### src/rtl/result_readout_seq.sv
// Result-dump sequencer: waits for the core to go idle, then streams a block of
// result RAM through NPORT read ports as lane-packed valid/ready beats.
module result_readout_seq #(
  parameter int WORD_W = 256,
  parameter int ADDR_W = 10,
  parameter int NPORT  = 2,
  parameter int CNT_W  = 8,
  parameter int RD_LAT = 1
) (
  input  logic                      clk,
  input  logic                      rst_n,
  input  logic                      start,
  input  logic [ADDR_W-1:0]         base_addr,
  input  logic [CNT_W-1:0]          word_cnt,
  input  logic                      abort,
  input  logic                      core_busy,
  output logic                      ref_sel,
  output logic [NPORT*ADDR_W-1:0]   raddr,
  input  logic [NPORT*WORD_W-1:0]   rdata,
  output logic                      o_valid,
  input  logic                      o_ready,
  output logic [NPORT*WORD_W-1:0]   o_data,
  output logic [NPORT-1:0]          o_mask,
  output logic                      o_last,
  output logic                      busy,
  output logic                      done
);

  localparam int D     = RD_LAT + 2;
  localparam int PW    = 3;
  localparam int DEPTH = 2 ** PW;
  localparam int CW    = 4;

  typedef enum logic [1:0] {S_IDLE, S_WAIT, S_READ, S_DRAIN} state_e;

  state_e                     state_q, state_d;
  logic                       done_q, done_d;
  logic [NPORT*ADDR_W-1:0]    raddr_q;
  logic [ADDR_W-1:0]          next_q;
  logic [CNT_W-1:0]           rem_q;
  logic [RD_LAT:0]            vld_pipe_q;
  logic [RD_LAT:0]            last_pipe_q;
  logic [RD_LAT:0][NPORT-1:0] mask_pipe_q;
  logic [NPORT*WORD_W-1:0]    fdata_q [DEPTH];
  logic [NPORT-1:0]           fmask_q [DEPTH];
  logic                       flast_q [DEPTH];
  logic [PW-1:0]              wptr_q, rptr_q;
  logic [CW-1:0]              cnt_q;

  logic                       issue, pop, cap, flush, beat_last, drain_done;
  logic [CW-1:0]              inflight;
  logic [NPORT-1:0]           beat_mask;
  logic [NPORT*ADDR_W-1:0]    beat_addr;
  logic [NPORT*WORD_W-1:0]    cap_data;

  assign flush     = abort && (state_q != S_IDLE);
  assign pop       = o_valid && o_ready;
  assign cap       = vld_pipe_q[RD_LAT];
  assign beat_last = (rem_q <= CNT_W'(NPORT));

  always_comb begin
    inflight = '0;
    for (int k = 0; k <= RD_LAT; k++) inflight = inflight + CW'(vld_pipe_q[k]);
  end

  // Credit counts the entry leaving this cycle as free, so a steady
  // one-beat-per-cycle stream never stalls while total storage stays <= D.
  assign issue = (state_q == S_READ) && !abort && ((cnt_q + inflight) < (CW'(D) + CW'(pop)));

  for (genvar i = 0; i < NPORT; i++) begin : g_lane
    assign beat_mask[i] = (rem_q > CNT_W'(i));
    assign beat_addr[i*ADDR_W +: ADDR_W] = beat_mask[i] ? next_q + ADDR_W'(i) : next_q;
    assign cap_data[i*WORD_W +: WORD_W]  = mask_pipe_q[RD_LAT][i] ? rdata[i*WORD_W +: WORD_W] : '0;
  end

  always_comb begin
    state_d = state_q;
    done_d  = 1'b0;
    case (state_q)
      S_IDLE:  if (start && !abort) begin
                 if (word_cnt != '0) state_d = S_WAIT;
                 else                done_d  = 1'b1;
               end
      S_WAIT:  if (!core_busy) state_d = S_READ;
      S_READ:  if (issue && beat_last) state_d = S_DRAIN;
      S_DRAIN: if (pop && o_last) state_d = S_IDLE;
      default: state_d = S_IDLE;
    endcase
    if (flush) begin
      state_d = S_IDLE;
      done_d  = 1'b1;
    end
  end

  always_ff @(posedge clk) begin
    if (!rst_n) begin
      state_q <= S_IDLE;
      done_q  <= 1'b0;
    end else begin
      state_q <= state_d;
      done_q  <= done_d;
    end
  end

  always_ff @(posedge clk) begin
    if (!rst_n) begin
      raddr_q <= '0;
      next_q  <= '0;
      rem_q   <= '0;
    end else if (state_q == S_IDLE) begin
      if (start) begin
        next_q <= base_addr;
        rem_q  <= word_cnt;
      end
    end else if (issue) begin
      raddr_q <= beat_addr;
      next_q  <= next_q + ADDR_W'(NPORT);
      rem_q   <= beat_last ? '0 : rem_q - CNT_W'(NPORT);
    end
  end

  // Read-latency tracker; clearing it on abort drops any late rdata.
  always_ff @(posedge clk) begin
    if (!rst_n || flush) begin
      vld_pipe_q  <= '0;
      last_pipe_q <= '0;
      mask_pipe_q <= '0;
    end else begin
      vld_pipe_q  <= {vld_pipe_q[RD_LAT-1:0], issue};
      last_pipe_q <= {last_pipe_q[RD_LAT-1:0], issue && beat_last};
      mask_pipe_q <= {mask_pipe_q[RD_LAT-1:0], beat_mask};
    end
  end

  always_ff @(posedge clk) begin
    if (!rst_n || flush) begin
      wptr_q <= '0;
      rptr_q <= '0;
      cnt_q  <= '0;
    end else begin
      if (cap) wptr_q <= (wptr_q == PW'(D-1)) ? '0 : wptr_q + 1'b1;
      if (pop) rptr_q <= (rptr_q == PW'(D-1)) ? '0 : rptr_q + 1'b1;
      cnt_q <= cnt_q + CW'(cap) - CW'(pop);
    end
  end

  always_ff @(posedge clk) begin
    if (cap) begin
      fdata_q[wptr_q] <= cap_data;
      fmask_q[wptr_q] <= mask_pipe_q[RD_LAT];
      flast_q[wptr_q] <= last_pipe_q[RD_LAT];
    end
  end

  assign drain_done = (state_q == S_DRAIN) && pop && o_last && !abort;

  assign raddr   = raddr_q;
  assign o_valid = (cnt_q != '0);
  assign o_data  = o_valid ? fdata_q[rptr_q] : '0;
  assign o_mask  = o_valid ? fmask_q[rptr_q] : '0;
  assign o_last  = o_valid && flast_q[rptr_q];
  assign busy    = (state_q != S_IDLE);
  assign ref_sel = (state_q == S_READ) || (state_q == S_DRAIN);
  assign done    = done_q || drain_done;

endmodule

### config.mk
export PLATFORM = sky130hd
export DESIGN_NAME = result_readout_seq
export DESIGN_NICKNAME = d
export VERILOG_FILES = /design/src/rtl/result_readout_seq.sv
export SDC_FILE = /design/constraint.sdc
export NUM_CORES = 2
export LEC_CHECK = 0
export ABC_CLOCK_PERIOD_IN_PS = 36800
export BUFFER_PORTS_ARGS = -buffer_cell sky130_fd_sc_hd__buf_2
export CAP_MARGIN = 10
export CORE_ASPECT_RATIO = 1.1
export CORE_MARGIN = 3
export CORE_UTILIZATION = 40
export CTS_CLUSTER_DIAMETER = 80
export DETAILED_ROUTE_END_ITERATION = 16
export GPL_TIMING_DRIVEN = 0
export HOLD_SLACK_MARGIN = 0.06
export PLACE_DENSITY = 0.71
export SLEW_MARGIN = 10
export SYNTH_ARGS = -nofsm -noshare
export SYNTH_HDL_FRONTEND = slang
export SYNTH_MEMORY_MAX_BITS = 65536
export SYNTH_SLANG_ARGS = --single-unit
### constraint.sdc
create_clock -name clk -period 36.8 [get_ports clk]
set_clock_uncertainty 0.05 [all_clocks]
set_input_delay 5.52 -clock clk [delete_from_list [all_inputs] [get_ports clk]]
set_output_delay 5.52 -clock clk [all_outputs]
set_load 0.02 [all_outputs]
# Word level (Yosys, flattened, before mapping)
# Memories as Yosys holds them, arrays and structs flattened. A register that Yosys moved wholly into a read port is not among the register bits.
# Index checks and enable logic that the tools add are counted.
# classes
n_eq_ne	11
n_addsub	10
order_cmp	4
mux	32
bitwise_logic	2
n_reduce_logical	25
# op_table
op	n
256-bit two-way mux	2
512-bit two-way mux	1
10-bit two-way mux	4
8-bit two-way mux	4
3-bit two-way mux	8
8-bit by 1-bit greater-than comparator with 1-bit output, second input constant	2
2-bit two-way mux	6
2-bit != test, second input constant	6
1-bit logical AND	11
10-bit by 1-bit adder with 10-bit output, second input constant	1
10-bit by 2-bit adder with 10-bit output, second input constant	1
8-bit by 2-bit less-or-equal comparator with 1-bit output, second input constant	1
2-bit case mux with 4 select lines	1
8-bit nonzero test	1
8-bit by 2-bit subtractor with 8-bit output, second input constant	1
3-bit by 1-bit adder with 3-bit output, second input constant	2
3-bit by 2-bit equality test with 1-bit output, second input constant	2
1-bit two-way mux	6
5-bit AND reduction	1
4-bit by 1-bit adder with 4-bit output	1
4-bit by 2-bit adder with 4-bit output	1
2-bit equality test, second input constant	2
4-bit by 3-bit < comparator with 1-bit output	1
2-bit AND reduction	2
11 further kinds	16
# totals
ff_bits	59
ram_bits	4120
mem_count	3
elab_cells	99
output_inout_bits	539
input_bits	536
# mem_list
name	depth	width	rd	rd_ports_with_merged_regs	wr	line	text
fdata_q	8	512	1	1	1	44	logic [NPORT*WORD_W-1:0] fdata_q [DEPTH];
fmask_q	8	2	1	1	1	45	logic [NPORT-1:0] fmask_q [DEPTH];
flast_q	8	1	1	1	1	46	logic flast_q [DEPTH];

# Logic depth before layout (Yosys ltp)
# depth
ltp_word	8
ltp_mapped	18
mapped_depth_nobuf	13

# Worst setup path after synthesis
# Ideal clock, no wire load.
# synth_path
path_type	reg-to-reg
from	register wptr_q[2]
to	memory fdata_q[0][0] (netlist name), enable pin
required_ns	34.725
arrival_ns	35.150
path_stages_with_launch	2
path_slack_ns	-0.425
path_cell_list	dfxtp_1 -> nor3_1
# synth_rtl
element	line	text
from (decl)	47	logic [PW-1:0] wptr_q, rptr_q;
from (signal assigned)	141	if (cap) wptr_q <= (wptr_q == PW'(D-1)) ? '0 : wptr_q + 1'b1;
to (decl)	44	
# Straight into the memory's write port.

# Final worst setup path
# layout_path
from	input o_ready
to	output done
# layout_between
elab_chain_len	5
# layout_lines
element	line	text
from (decl)	21	input logic o_ready,
1-bit logical AND	57	assign pop = o_valid && o_ready;
via pop	50	logic issue, pop, cap, flush, beat_last, drain_done;
1-bit logical AND (3 in series)	155	assign drain_done = (state_q == S_DRAIN) && pop && o_last && !abort;
1-bit logical OR	164	assign done = done_q || drain_done;
to (decl)	26	output logic done
# The timed path passes the listed nets, and every way through them passes these cells.

==> summary.txt <==
Run status
  • Status: completed

Clock network
  • Clk root buf: clkbuf_16
  • Worst skew pair latency: 930 ps
  • Clock transition at path regs: 60 ps
  • PostCTS Resize Cnt: 0
  • CTS tree: done
  • H-tree levels: 5
  • CTS Buf Count: 414
  • TritonCTS Sinks: 4,182
  • Setup repair bufs after CTS: 0
  • Hold Buf Count CTS: 0
  • Longest Clk Path Bufs: 4

STA
  • Period minus WS final: 12,460 ps
  • Final Hold Viols: 0
  • Slew HR: 11.75%
  • Achievable Freq: 80.28 MHz
  • Final Hold Slack: 427.3 ps
  • Period Utilization, post-route: 33.85%
  • Final setup vio count: 0
  • Slew Limit Fails: 0
  • Final WS setup: 24,340 ps
  • RSZ-0062 raised after global routing: false
  • Setup TNS: 0 ps
  • Worst-margin pin slew: approximately 1300 ps

Power and ir drop
  • Total power: 13.02 mW
  • Pwr per Cell Area: roughly 67 nW/um2
  • Pleak: 63.27 nW
  • Sequential cell fraction of total power: 41.5%
  • Worst vdd ir: 0.07042 mV
  • Internal power: 8.957 mW
  • Switching share of power: slightly above 30%
  • Comb pwr share: 25.6%
  • Net Sw Power: 4.061 mW
  • Power share of the clock group: between 30% and 40%

Final layout
  • NumNets Final: 9,853
  • Ratio of cells with drive above 1 in the final layout: 33.84%
  • Area grow syn2layout: 19.66%

Detailed routing
  • Remaining DRCs: 0
  • Total Routed Length: 445,400 um
  • Vias: slightly above 80,000
  • First DRT Iteration DRCs: 8,490
  • Drt first pass iters: 6
  • Final ANT Viol Nets: 0
  • WL per Instance: between 20 and 30 um
  • Via/cell ratio: 5.516

Yosys
  • Compound-Gate Fraction of Synth Area: less than 1%
  • Largest family of logic cells by synthesized area: multiplexers
  • Adder-cell share of the synthesized area: less than 1%
  • Primary FF master, synth: edfxtp_1
  • Multiplexer share of the synthesized area: between 10% and 20%
  • Post-synthesis cell area: 162,200 um2
  • Seq/Total Area, Yosys: 77.06%
  • Synth Warn #: 0
  • Post-Syn Instances: 7,471
  • Synthesized net count: 8,025
  • Synth Area in Simple Gates: under 10%
  • Syn avg cell area: 21.71 um2
  • Post-Synth XOR/XNOR Area: 0.07021%
  • Yosys reg bits: around 4,200
  • Synth async-reset ratio: 0%
  • Synth cell types: 53
  • Post-synth EDFFs: 4,120

Floorplan
  • Core ar.: 402,700 um2
  • Row count: roughly 240
  • # IOs: 1,075
  • Chip height: 673.8 um
  • Die Span X: ~610 um
  • Die Area: 413,100 um2
  • Initial Utilization: about two fifths

Critical path
  • CP Max Fanout: 6
  • Critical Path RT: 31,230 ps
  • Startpoint types: input port
  • CP arrival: 6890 ps
  • CP Class: in2out
  • Worst Setup End Kind: primary output

Global route
  • Initial antenna violation count: roughly 190
  • First-pass GRT wire length: ~630,000 um
  • Overall global routing resource usage: about a fifth
  • Pin count of the biggest net entering global routing: 24
  • Vias in the first global route: 84,664
  • GR Overflow Total: 0

Min path
  • HP Class: reg2reg

Placement
  • Pre-CTS WS: approximately 24,000 ps
  • GP Congestion: 0.8580
  • Hpwl dp: between 300,000 and 400,000 um
  • Port Buffers: 1,073

Job
  • Max-Cap Viols: 0
## metal layers
| layer | wire [um] | GRT usage, % |
|---|---|---|
| met5 | 206 | 0 |
| met4 | 29630 | 12.53 |
| met3 | 32960 | 3.786 |
| met2 | 220700 | 34.71 |
| met1 | 161900 | 26.13 |
## worst max-delay path, cell delays in order
cell      delay [ps]
buf_2            100
and2_1           120
clkbuf_1         270
inv_1            190
nor4b_1          330
or2_2            160
buf_2            190
## power by group through the flow
stage | clock network (mW) | registers (mW) | logic, mW
after floorplan | 0 | 5.50 | 2.00
after global placement | 0 | 5.52 | 3.29
after detailed placement | 0 | 5.50 | 3.37
after CTS | 4.36 | 5.40 | 3.38
after global routing | 4.55 | 5.40 | 3.52
final | 4.29 | 5.40 | 3.33
## flip-flops by register name, indices dropped and copies added, names as in the netlist, named ones only
register,cells
fdata_q,4096
raddr,20
fmask_q,16
next_q,10
flast_q,8
rem_q,8
cnt_q,4
mask_pipe_q,4
rptr_q,3
wptr_q,3
last_pipe_q,2
state_q,2
vld_pipe_q,2
done_q,1
## cell usage in the layout, fill, tap and decap left out, types with 6 or more instances in the layout
master	count
nand2b_1	7
clkinv_2	78
o21ai_0	24
clkbuf_1	240
clkbuf_2	18
nor2_1	543
buf_4	96
diode_2	127
mux2i_1	527
xor2_1	11
clkinv_16	18
inv_8	6
buf_16	59
bufinv_16	48
buf_1	71
mux4_2	1030
clkinv_1	74
clkbuf_16	414
dfxtp_1	62
inv_1	19
inv_6	6
a21boi_0	9
clkinvlp_4	15
clkinv_8	11
a21oi_1	18
and3_1	8
buf_2	1245
o211a_1	7
nand2_1	37
nor2_4	6
ha_1	16
nand3_1	17
and2_1	514
nor2b_1	14
edfxtp_1	4120
buf_12	128
buf_6	68
a21boi_1	6
## path summary, 6_finish.rpt
check / start / endpoint / slack (ps) / cells past startpoint
worst max register to register: vld_pipe_q[1] / fdata_q[0][201] / 32770 / 14
worst max-delay path: o_ready / done / 24340 / 7
worst min register to register: vld_pipe_q[0] / vld_pipe_q[1] / 430 / 2
worst min-delay path: vld_pipe_q[0] / vld_pipe_q[1] / 430 / 2
## cell usage after synthesis, types with 17 or more instances
| cell type | n | area (um2) |
|---|---|---|
| and2_1 | 514 | 3216 |
| mux2i_1 | 527 | 5275 |
| edfxtp_1 | 4120 | 123700 |
| nand3_1 | 17 | 85.08 |
| dfxtp_1 | 62 | 1241 |
| o21ai_0 | 24 | 120.1 |
| nand2_1 | 37 | 138.9 |
| buf_1 | 71 | 266.5 |
| clkbuf_1 | 168 | 630.6 |
| mux4_2 | 1030 | 23200 |
| a21oi_1 | 18 | 90.09 |
| buf_2 | 172 | 860.8 |
| nor2_1 | 549 | 2061 |
| inv_1 | 19 | 71.32 |
## area by class of cell
type,instances,area [um2]
Clock inverter,263,3183
Buffer,423,1886
Antenna cell,127,317.8
Multi-Input combinational cell,2845,35320
Clock buffer,508,10750
Tap cell,5289,6618
Timing Repair Buffer,1412,10940
Fill cell,32041,208600
Sequential cell,4182,125000
Inverter,21,80.08
## cell families after synthesis
kind of cell | count (synthesis)
AO/OA/AOI/OAI | 89
adder cells (fa/ha/maj) | 18
buffers and inverters | 444
XOR/XNOR | 13
flip-flops | 4182
AND/OR/NAND/NOR | 1168
multiplexers | 1557
## through the flow
step	cell area, um2	util (%)	instances
floorplan	162200	-	7471
global placement	174200	43.25	13833
detailed placement	179800	44.65	14172
CTS	193700	48.11	14943
global route	194000	48.17	15035
finish	194100	48.19	15070
Power figures use the tool's default switching activity.
